[config.mk]
export PLATFORM = sky130hd
export DESIGN_NAME = mem_port_arbiter_flat
export DESIGN_NICKNAME = d
export VERILOG_FILES = /design/src/rtl/mem_port_arbiter_if.sv /design/src/rtl/mem_port_arbiter.sv /design/src/flat_wrapper.sv
export SDC_FILE = /design/constraint.sdc
export NUM_CORES = 1
export LEC_CHECK = 0
export ABC_AREA = 1
export BUFFER_PORTS_ARGS = -buffer_cell sky130_fd_sc_hd__buf_2
export CAP_MARGIN = 40
export CORE_ASPECT_RATIO = 1.4
export CORE_MARGIN = 4
export CORE_UTILIZATION = 30
export DETAILED_ROUTE_END_ITERATION = 10
export SLEW_MARGIN = 25
export SYNTH_ARGS = -nofsm -noshare
export SYNTH_HDL_FRONTEND = slang
export SYNTH_SLANG_ARGS = --single-unit
[constraint.sdc]
create_clock -name clk -period 2.9 [get_ports clk]
set_clock_uncertainty 0.1 [all_clocks]
set_input_delay 0.145 -clock clk [delete_from_list [all_inputs] [get_ports clk]]
set_output_delay 0.145 -clock clk [all_outputs]
set_load 0.005 [all_outputs]
[src/rtl/mem_port_arbiter_if.sv]
// Bus bundle between the instruction-fetch requester, the data requester,
// the backing-memory port and the arbiter that shares that port.
// The arbiter connects through the slave modport.
// The environment (requesters plus memory) connects through the master modport.
interface mem_port_arbiter_if #(
  parameter int ADDR_WIDTH = 32,
  parameter int DATA_WIDTH = 32
);
  // instruction-fetch side
  logic                  ic_req_valid;
  logic                  ic_req_ready;
  logic [ADDR_WIDTH-1:0] ic_req_addr;
  logic                  ic_resp_valid;
  logic [DATA_WIDTH-1:0] ic_resp_data;

  // data side
  logic                  dc_req_valid;
  logic                  dc_req_ready;
  logic                  dc_req_rw;
  logic [ADDR_WIDTH-1:0] dc_req_addr;
  logic [DATA_WIDTH-1:0] dc_req_wdata;
  logic [3:0]            dc_req_wmask;
  logic                  dc_resp_valid;
  logic [DATA_WIDTH-1:0] dc_resp_data;

  // backing-memory port
  logic                  mem_req_valid;
  logic                  mem_req_ready;
  logic                  mem_req_rw;
  logic [ADDR_WIDTH-1:0] mem_req_addr;
  logic [DATA_WIDTH-1:0] mem_req_wdata;
  logic [3:0]            mem_req_wmask;
  logic                  mem_resp_valid;
  logic [DATA_WIDTH-1:0] mem_resp_data;

  // owner of the current transaction (1 = data side)
  logic                  grant_dc;

  modport slave (
    input  ic_req_valid, ic_req_addr,
    input  dc_req_valid, dc_req_rw, dc_req_addr, dc_req_wdata, dc_req_wmask,
    input  mem_req_ready, mem_resp_valid, mem_resp_data,
    output ic_req_ready, ic_resp_valid, ic_resp_data,
    output dc_req_ready, dc_resp_valid, dc_resp_data,
    output mem_req_valid, mem_req_rw, mem_req_addr, mem_req_wdata, mem_req_wmask,
    output grant_dc
  );

  modport master (
    output ic_req_valid, ic_req_addr,
    output dc_req_valid, dc_req_rw, dc_req_addr, dc_req_wdata, dc_req_wmask,
    output mem_req_ready, mem_resp_valid, mem_resp_data,
    input  ic_req_ready, ic_resp_valid, ic_resp_data,
    input  dc_req_ready, dc_resp_valid, dc_resp_data,
    input  mem_req_valid, mem_req_rw, mem_req_addr, mem_req_wdata, mem_req_wmask,
    input  grant_dc
  );
endinterface

[src/rtl/mem_port_arbiter.sv]
// Shares the single backing-memory port between instruction fetch and the
// data side. One transaction is in flight at a time: accept, issue, wait.
// Data requests win ties unless instruction fetch has already been passed
// over STARVE_LIMIT times in a row.
module mem_port_arbiter #(
  parameter int ADDR_WIDTH   = 32,
  parameter int DATA_WIDTH   = 32,
  parameter int STARVE_LIMIT = 4
) (
  input logic           clk,
  input logic           reset,
  mem_port_arbiter_if.slave bus
);

  localparam logic [1:0] ST_IDLE  = 2'd0;
  localparam logic [1:0] ST_ISSUE = 2'd1;
  localparam logic [1:0] ST_WAIT  = 2'd2;

  localparam logic [3:0] LIMIT_C = 4'(STARVE_LIMIT);

  logic [1:0]            state_r;
  logic [3:0]            starve_cnt_r;
  logic                  owner_dc_r;
  logic                  mem_req_valid_r;
  logic                  mem_rw_r;
  logic [ADDR_WIDTH-1:0] mem_addr_r;
  logic [DATA_WIDTH-1:0] mem_wdata_r;
  logic [3:0]            mem_wmask_r;
  logic                  ic_resp_valid_r;
  logic [DATA_WIDTH-1:0] ic_resp_data_r;
  logic                  dc_resp_valid_r;
  logic [DATA_WIDTH-1:0] dc_resp_data_r;

  logic                  grant_ic_s;
  logic                  grant_dc_s;
  logic [3:0]            starve_nxt_s;

  // Pick a requester in IDLE; the data side wins unless fetch has hit its starvation limit.
  always_comb begin
    grant_ic_s = 1'b0;
    grant_dc_s = 1'b0;
    if (!reset && (state_r == ST_IDLE)) begin
      if (bus.dc_req_valid && !(bus.ic_req_valid && (starve_cnt_r == LIMIT_C))) begin
        grant_dc_s = 1'b1;
      end else if (bus.ic_req_valid) begin
        grant_ic_s = 1'b1;
      end else begin
        grant_ic_s = 1'b0;
        grant_dc_s = 1'b0;
      end
    end else begin
      grant_ic_s = 1'b0;
      grant_dc_s = 1'b0;
    end
  end

  // Count data grants that passed over a waiting fetch; any other grant clears it.
  always_comb begin
    starve_nxt_s = starve_cnt_r;
    if (grant_ic_s) begin
      starve_nxt_s = 4'd0;
    end else if (grant_dc_s) begin
      if (!bus.ic_req_valid) begin
        starve_nxt_s = 4'd0;
      end else if (starve_cnt_r >= LIMIT_C) begin
        starve_nxt_s = LIMIT_C;
      end else begin
        starve_nxt_s = starve_cnt_r + 4'd1;
      end
    end else begin
      starve_nxt_s = starve_cnt_r;
    end
  end

  // Transaction sequencer: latch the granted request, hold it on the memory port, route the response.
  always_ff @(posedge clk) begin
    if (reset) begin
      state_r         <= ST_IDLE;
      starve_cnt_r    <= 4'd0;
      owner_dc_r      <= 1'b0;
      mem_req_valid_r <= 1'b0;
      mem_rw_r        <= 1'b0;
      mem_addr_r      <= {ADDR_WIDTH{1'b0}};
      mem_wdata_r     <= {DATA_WIDTH{1'b0}};
      mem_wmask_r     <= 4'd0;
      ic_resp_valid_r <= 1'b0;
      ic_resp_data_r  <= {DATA_WIDTH{1'b0}};
      dc_resp_valid_r <= 1'b0;
      dc_resp_data_r  <= {DATA_WIDTH{1'b0}};
    end else begin
      ic_resp_valid_r <= 1'b0;
      dc_resp_valid_r <= 1'b0;
      starve_cnt_r    <= starve_nxt_s;
      case (state_r)
        ST_IDLE: begin
          if (grant_dc_s) begin
            owner_dc_r      <= 1'b1;
            mem_rw_r        <= bus.dc_req_rw;
            mem_addr_r      <= bus.dc_req_addr;
            mem_wdata_r     <= bus.dc_req_wdata;
            mem_wmask_r     <= bus.dc_req_wmask;
            mem_req_valid_r <= 1'b1;
            state_r         <= ST_ISSUE;
          end else if (grant_ic_s) begin
            owner_dc_r      <= 1'b0;
            mem_rw_r        <= 1'b0;
            mem_addr_r      <= bus.ic_req_addr;
            mem_wdata_r     <= {DATA_WIDTH{1'b0}};
            mem_wmask_r     <= 4'd0;
            mem_req_valid_r <= 1'b1;
            state_r         <= ST_ISSUE;
          end else begin
            state_r <= ST_IDLE;
          end
        end
        ST_ISSUE: begin
          // responses arriving before the memory accepted the request are ignored
          if (bus.mem_req_ready) begin
            mem_req_valid_r <= 1'b0;
            state_r         <= ST_WAIT;
          end else begin
            state_r <= ST_ISSUE;
          end
        end
        ST_WAIT: begin
          if (bus.mem_resp_valid) begin
            if (owner_dc_r) begin
              dc_resp_valid_r <= 1'b1;
              // writes complete with zero data whatever the memory returns
              dc_resp_data_r  <= mem_rw_r ? {DATA_WIDTH{1'b0}} : bus.mem_resp_data;
            end else begin
              ic_resp_valid_r <= 1'b1;
              ic_resp_data_r  <= bus.mem_resp_data;
            end
            state_r <= ST_IDLE;
          end else begin
            state_r <= ST_WAIT;
          end
        end
        default: begin
          mem_req_valid_r <= 1'b0;
          state_r         <= ST_IDLE;
        end
      endcase
    end
  end

  assign bus.ic_req_ready  = grant_ic_s;
  assign bus.dc_req_ready  = grant_dc_s;
  assign bus.ic_resp_valid = ic_resp_valid_r;
  assign bus.ic_resp_data  = ic_resp_data_r;
  assign bus.dc_resp_valid = dc_resp_valid_r;
  assign bus.dc_resp_data  = dc_resp_data_r;
  assign bus.mem_req_valid = mem_req_valid_r;
  assign bus.mem_req_rw    = mem_rw_r;
  assign bus.mem_req_addr  = mem_addr_r;
  assign bus.mem_req_wdata = mem_wdata_r;
  assign bus.mem_req_wmask = mem_wmask_r;
  assign bus.grant_dc      = owner_dc_r;

endmodule

[src/flat_wrapper.sv]
// flat-port wrapper written by rule: the top's interface ports become plain ports
module mem_port_arbiter_flat 
#(
  parameter int ADDR_WIDTH   = 32,
  parameter int DATA_WIDTH   = 32,
  parameter int STARVE_LIMIT = 4
)
  (clk, reset, bus_ic_req_valid, bus_ic_req_addr, bus_dc_req_valid, bus_dc_req_rw, bus_dc_req_addr, bus_dc_req_wdata, bus_dc_req_wmask, bus_mem_req_ready, bus_mem_resp_valid, bus_mem_resp_data, bus_ic_req_ready, bus_ic_resp_valid, bus_ic_resp_data, bus_dc_req_ready, bus_dc_resp_valid, bus_dc_resp_data, bus_mem_req_valid, bus_mem_req_rw, bus_mem_req_addr, bus_mem_req_wdata, bus_mem_req_wmask, bus_grant_dc);
  mem_port_arbiter_if #(.ADDR_WIDTH(ADDR_WIDTH), .DATA_WIDTH(DATA_WIDTH)) bus_i ();
  input logic clk;
  input logic reset;
  input wire logic [$bits(bus_i.ic_req_valid)-1:0] bus_ic_req_valid;
  input wire logic [$bits(bus_i.ic_req_addr)-1:0] bus_ic_req_addr;
  input wire logic [$bits(bus_i.dc_req_valid)-1:0] bus_dc_req_valid;
  input wire logic [$bits(bus_i.dc_req_rw)-1:0] bus_dc_req_rw;
  input wire logic [$bits(bus_i.dc_req_addr)-1:0] bus_dc_req_addr;
  input wire logic [$bits(bus_i.dc_req_wdata)-1:0] bus_dc_req_wdata;
  input wire logic [$bits(bus_i.dc_req_wmask)-1:0] bus_dc_req_wmask;
  input wire logic [$bits(bus_i.mem_req_ready)-1:0] bus_mem_req_ready;
  input wire logic [$bits(bus_i.mem_resp_valid)-1:0] bus_mem_resp_valid;
  input wire logic [$bits(bus_i.mem_resp_data)-1:0] bus_mem_resp_data;
  output wire logic [$bits(bus_i.ic_req_ready)-1:0] bus_ic_req_ready;
  output wire logic [$bits(bus_i.ic_resp_valid)-1:0] bus_ic_resp_valid;
  output wire logic [$bits(bus_i.ic_resp_data)-1:0] bus_ic_resp_data;
  output wire logic [$bits(bus_i.dc_req_ready)-1:0] bus_dc_req_ready;
  output wire logic [$bits(bus_i.dc_resp_valid)-1:0] bus_dc_resp_valid;
  output wire logic [$bits(bus_i.dc_resp_data)-1:0] bus_dc_resp_data;
  output wire logic [$bits(bus_i.mem_req_valid)-1:0] bus_mem_req_valid;
  output wire logic [$bits(bus_i.mem_req_rw)-1:0] bus_mem_req_rw;
  output wire logic [$bits(bus_i.mem_req_addr)-1:0] bus_mem_req_addr;
  output wire logic [$bits(bus_i.mem_req_wdata)-1:0] bus_mem_req_wdata;
  output wire logic [$bits(bus_i.mem_req_wmask)-1:0] bus_mem_req_wmask;
  output wire logic [$bits(bus_i.grant_dc)-1:0] bus_grant_dc;
  assign bus_i.ic_req_valid = bus_ic_req_valid;
  assign bus_i.ic_req_addr = bus_ic_req_addr;
  assign bus_i.dc_req_valid = bus_dc_req_valid;
  assign bus_i.dc_req_rw = bus_dc_req_rw;
  assign bus_i.dc_req_addr = bus_dc_req_addr;
  assign bus_i.dc_req_wdata = bus_dc_req_wdata;
  assign bus_i.dc_req_wmask = bus_dc_req_wmask;
  assign bus_i.mem_req_ready = bus_mem_req_ready;
  assign bus_i.mem_resp_valid = bus_mem_resp_valid;
  assign bus_i.mem_resp_data = bus_mem_resp_data;
  assign bus_ic_req_ready = bus_i.ic_req_ready;
  assign bus_ic_resp_valid = bus_i.ic_resp_valid;
  assign bus_ic_resp_data = bus_i.ic_resp_data;
  assign bus_dc_req_ready = bus_i.dc_req_ready;
  assign bus_dc_resp_valid = bus_i.dc_resp_valid;
  assign bus_dc_resp_data = bus_i.dc_resp_data;
  assign bus_mem_req_valid = bus_i.mem_req_valid;
  assign bus_mem_req_rw = bus_i.mem_req_rw;
  assign bus_mem_req_addr = bus_i.mem_req_addr;
  assign bus_mem_req_wdata = bus_i.mem_req_wdata;
  assign bus_mem_req_wmask = bus_i.mem_req_wmask;
  assign bus_grant_dc = bus_i.grant_dc;
  mem_port_arbiter #(.ADDR_WIDTH(ADDR_WIDTH), .DATA_WIDTH(DATA_WIDTH), .STARVE_LIMIT(STARVE_LIMIT)) u_core (.clk(clk), .reset(reset), .bus(bus_i));
endmodule
* After elaboration in Yosys (flattened, before gate mapping)
Cells that the tools add are included.
** Storage, ports and cells
- Bits in registers :: 143
- Bits in latches :: 0
- RAM bits :: 0
- Memory bits (read-only) :: 0
- Word-level logic and storage cells :: 63
- Memories :: 0
** Operators by class
- $add $sub $neg :: 1
- Multiply operators :: 0
- Divide/modulo/power cells :: 0
- Magnitude comparators :: 1
- Eq/ne operators :: 5
- Shifts and indexed selects :: 0
- Muxes and demuxes :: 28
- Bitwise operators :: 3
- Reductions and logical operators :: 13
** Operators with widths (count)
- $mux 32 :: 5
- $mux 4 :: 4
- $mux 1 :: 14
- $reduce_and 3->1 :: 3
- $mux 2 :: 3
- $pmux 2 s3 :: 1
- $add 4x1->4 const B :: 1
- $eq 4x3->1 const B :: 1
- $ge 4x3->1 const B :: 1
- $logic_and 1x1->1 :: 3
- $ne 3x3->1 const B :: 1
- $not 1->1 :: 3
- $pmux 1 s3 :: 1
- $reduce_or 3->1 :: 1
- $eq 2x1->1 const B :: 1
- $eq 2x2->1 const B :: 1
- $logic_not 1->1 :: 2
- $logic_not 2->1 :: 1
- $ne 2x2->1 const B :: 1
- $reduce_and 2->1 :: 1
- $reduce_bool 2->1 :: 1
- $reduce_or 2->1 :: 1

* Depth between registers and ports, before layout
- Word-level depth :: 9
- Depth in mapped cells :: 10
- Depth with buffers taken out :: 10

* Worst setup path before layout
No wires, ideal clock.
- Path type :: reg2reg
- From :: reg u_core.starve_cnt_r[0]
- To :: reg u_core.mem_wdata_r[13], in the netlist u_core.bus.mem_req_wdata[13]
- Setup time :: 58 ps
- Arrival :: 1311 ps
- Required time :: 2742 ps
- Slack :: 1431 ps
- Cell stages (with the launch flop) :: 11
- Buffers on the path :: 1
- Cell sequence :: dfxtp_1 > inv_1 > ha_1 > nand2_1 > clkinv_1 > nand2_2 > nand2_2 > nor2_8 > buf_6 > nand2_1 > nand2_1
** Between the ends
- Cells in the longest elaborated chain, start to end :: 8
- Elaborated cells between the ends (all ways) :: 11
- Classes of those cells :: 1 x eq/ne; 5 x mux; 5 x reduce/logical
** RTL lines
- start, declared :: line mem_port_arbiter.sv:22 : logic [3:0] starve_cnt_r;
- start signal, assigned :: line mem_port_arbiter.sv:93 : starve_cnt_r <= starve_nxt_s;
- $eq 4x3->1 (*) :: line mem_port_arbiter.sv:43 : if (bus.dc_req_valid && !(bus.ic_req_valid && (starve_cnt_r == LIMIT_C))) begin
- $logic_and 1x1->1 (*) :: line mem_port_arbiter.sv:43
- $logic_not 1->1 (*) :: line mem_port_arbiter.sv:43
- $logic_and 1x1->1 (*) :: line mem_port_arbiter.sv:43
- $mux 1 (*) :: line mem_port_arbiter.sv:43
- $mux 1 (*) :: line mem_port_arbiter.sv:42 : if (!reset && (state_r == ST_IDLE)) begin
- named net bus_dc_req_ready :: line flat_wrapper.sv:25 : output wire logic [$bits(bus_i.dc_req_ready)-1:0] bus_dc_req_ready;
- $reduce_bool 2->1 (no line)
- $reduce_and 2->1 (no line)
- end signal, assigned :: line mem_port_arbiter.sv:84 : mem_wdata_r <= {DATA_WIDTH{1'b0}};
- end signal, assigned :: line mem_port_arbiter.sv:100 : mem_wdata_r <= bus.dc_req_wdata;
- end signal, assigned :: line mem_port_arbiter.sv:108 : mem_wdata_r <= {DATA_WIDTH{1'b0}};
- end, declared :: line mem_port_arbiter.sv:27 : logic [DATA_WIDTH-1:0] mem_wdata_r;
The timed path passes the listed nets; every way through them passes the cells marked *.
A chain may end at the register's enable or synchronous reset.

* Worst setup path after layout
- From :: reg u_core.state_r[0]
- To :: reg u_core.mem_addr_r[9], in the netlist u_core.bus.mem_req_addr[9]
** Between the ends
- Cells in the longest elaborated chain, start to end :: 5
- Elaborated cells between the ends (all ways) :: 7
- Classes of those cells :: 3 x mux; 4 x reduce/logical
** RTL lines
- start, declared :: line mem_port_arbiter.sv:21 : logic [1:0] state_r;
- start signal, assigned :: line mem_port_arbiter.sv:78 : state_r <= ST_IDLE;
- start signal, assigned :: line mem_port_arbiter.sv:103 : state_r <= ST_ISSUE;
- start signal, assigned :: line mem_port_arbiter.sv:111 : state_r <= ST_ISSUE;
- $logic_not 2->1 (*) :: line mem_port_arbiter.sv:42, mem_port_arbiter.sv:94
- $logic_and 1x1->1 :: line mem_port_arbiter.sv:42
- $mux 1 :: line mem_port_arbiter.sv:42
- $reduce_bool 2->1 (no line)
- $reduce_and 2->1 (no line)
- end signal, assigned :: line mem_port_arbiter.sv:83 : mem_addr_r <= {ADDR_WIDTH{1'b0}};
- end signal, assigned :: line mem_port_arbiter.sv:99 : mem_addr_r <= bus.dc_req_addr;
- end signal, assigned :: line mem_port_arbiter.sv:107 : mem_addr_r <= bus.ic_req_addr;
- end, declared :: line mem_port_arbiter.sv:26 : logic [ADDR_WIDTH-1:0] mem_addr_r;
Mark *: on every way between the ends. The rest lies on a longest branch, timed or not.

==> qor.yml <==
status: "finished clean"
via_per_inst: 4.62
gp_congestion: 0.797
multi_input_area_sq_mm: 0.00247
clock.fmax_ghz: 0.394
power_w: 0.00501
final_common_cell: "buf_2"
synth_fp_nets: 968
io_pins: 278
end_kind: "register"
drt_first_pass_iters: 5
drt_iter0_markers: 300
start_kind: "register"
grtUsageTotal_pct: 18.7
overflow: 0
setup_viol: 0
path_cells: "nor2_2 -> nand2_4 -> inv_4 -> nand3_4 -> nand2_1 -> a21oi_1 -> dlygate4sd3_1"
worstSetupPathType: "register to register"
drt.antenna.violating_nets: 0
finalInstanceArea_sq_mm: 0.00937
dpl_cell_area_sq_mm: 0.00745
io_buffer_count: 277
num_antenna_cells: 0
synth-seq-area-share_pct: 48.2
final-hold-violation-count: 0
required_ns: 3.10
leakage_nw: 4.85
die_w_um: 127
coreArea_sq_mm: 0.0194
initial_core_util_pct: 30.7
cts_tree: "done"
arrival_ns: 2.74
synth-seq-cells: 143
post-route-period-util_pct: 87.5
finalSetupTns_ns: 0
cts.sinks: 143
dp_hpwl_um: 13600
worst_slack_ns: 0.362
drt_wl_total_um: 21300
hold_path_class: "input port to register"
nets: 1353
dp_slack_ns: 0.689
drv_cap: 0
ys_warn_count: 0
dieArea_sq_mm: 0.0222
tightestPinTransition_ns: 0.628
postSynthAreaPerCell_sq_um: 7.19
antenna_found_initial: 0
p_per_area_mw_per_mm2: 534
clk_path_buf_depth: 2
drive_gt1_share_pct: 27.3
seq_area_sq_mm: 0.00286
yosysUniqueCellTypes: 26
routedWlPerCell_um: 14.4
cts_made_buffers: 17
fill_cells: 1999
drc: 0
cts_root_buf: "clkbuf_16"
num_rows: 60
die_h_um: 175
via_count: 6803
path_max_fanout: 36
post_cts_resized: 0
slew_violations: 0
final_cell_mix: "buf_2, nand2_1, dfxtp_1"
grt_pass1_vias: 6745
peakVddDrop_mv: 0.299
layout_min_cycle_time_ns: 2.54
rsz0062_at_grt: "no"
grt_max_degree: 58
slowest_stage: "dlygate4sd3_1"
syn-cell-area_sq_mm: 0.00594
grt_pass1_wl_um: 33900
syn2layout_area_growth_pct: 57.7
htree_num_levels: 4
slowest_delay_ns: 0.55
slew_headroom_pct: 58.1
synthCells: 827
clk_latency_ns: 0.41
clkTransAtPathRegs_ns: 0.06
==> report_power, final <==
group | total [W] | internal (W) | leakage [nW] | switching, W
registers | 0.00210 | 0.00205 | 1.16 | 0.0000482
clock network | 0.00213 | 0.00122 | 0.272 | 0.000915
logic | 0.000772 | 0.000379 | 3.42 | 0.000394
total | 0.00501 | 0.00365 | 4.85 | 0.00136
==> critical path, delay by kind of cell (launching register included) <==
family	cells	cell delay [ns]
compound gates	1	0.08
simple gates	4	1.02
flops	1	0.35
buf+inv	2	0.87
==> area by class of cell <==
class,count,area share (%)
Clock buffer,18,4.69
Clock inverter,14,1.39
Inverter,82,3.34
Multi-Input combinational cell,544,26.3
Sequential cell,143,30.5
Tap cell,248,3.31
Timing Repair Buffer,424,30.4
==> synthesized netlist by cell type (all sizes together) <==
library cell	number	area share, %
a21oi	55	4.6
buf	38	3.9
clkbuf	20	1.3
clkinv	1	0.063
dfxtp	143	48
ha	2	0.42
inv	81	5.2
nand2	229	15
nand3	76	6.7
nand4	33	3.5
nor2	79	5.5
nor3	2	0.17
o211ai	1	0.21
o21ai	67	5.6
==> sequential cells by signal (all words and copies together) (netlist names) <==
signal                    cells
u_core.state_r                2
u_core.bus.mem_req_valid      1
u_core.bus.ic_resp_valid      1
u_core.bus.mem_req_wmask      4
u_core.bus.mem_req_rw         1
u_core.bus.dc_resp_data      32
u_core.bus.mem_req_addr      32
u_core.starve_cnt_r           4
u_core.bus.mem_req_wdata     32
u_core.bus.grant_dc           1
u_core.bus.dc_resp_valid      1
u_core.bus.ic_resp_data      32
==> routing by layer <==
metal | wire length (um) | part of all wire (%) | vias up | global-route usage, %
li1 | - | - | 3411 | -
met1 | 8320 | 39 | 3100 | 20.9
met2 | 10900 | 51 | 249 | 33.2
met3 | 1310 | 6.2 | 43 | 4.55
met4 | 726 | 3.4 | 0 | 8.14
met5 | 0 | 0 | - | 0
==> repair_timing <==
item / 4_1_cts / 5_1_grt
hold endpoints to repair: 135 / 0
hold buffers: 135 / 0
buffers inserted: 0 / 0
==> final timing paths <==
kind	endpoint	from	depth (start not counted)	slack, ns
max	u_core.bus.mem_req_addr[9]$_SDFFE_PP0P_	u_core.state_r[0]$_SDFF_PP0_	7	0.36
min	u_core.starve_cnt_r[2]$_SDFFE_PP0P_	bus_ic_req_valid	5	0.03
max reg2reg	u_core.bus.mem_req_addr[9]$_SDFFE_PP0P_	u_core.state_r[0]$_SDFF_PP0_	7	0.36
min reg2reg	u_core.bus.mem_req_wdata[0]$_SDFFE_PP0P_	u_core.bus.mem_req_wdata[0]$_SDFFE_PP0P_	2	0.37
==> stage by stage <==
step,instances,util (%),hold slack [ns]
after global routing,1473,48.4,0.0371
after CTS,1473,48.4,0.00518
after detailed placement,1306,38.5,0.239
after floorplan,827,-,0.148
final,1473,48.4,0.0303
after global placement,1305,38.4,0.234
==> logic make-up after synthesis <==
family	after synthesis	share of synthesized area, %
AO/OA/AOI/OAI	123	10.5
flip-flops	143	48.2
adder cells (fa/ha/maj)	2	0.421
AND/OR/NAND/NOR	419	30.5
buffers and inverters	140	10.5
No activity file was read; power rests on OpenSTA's default activity.
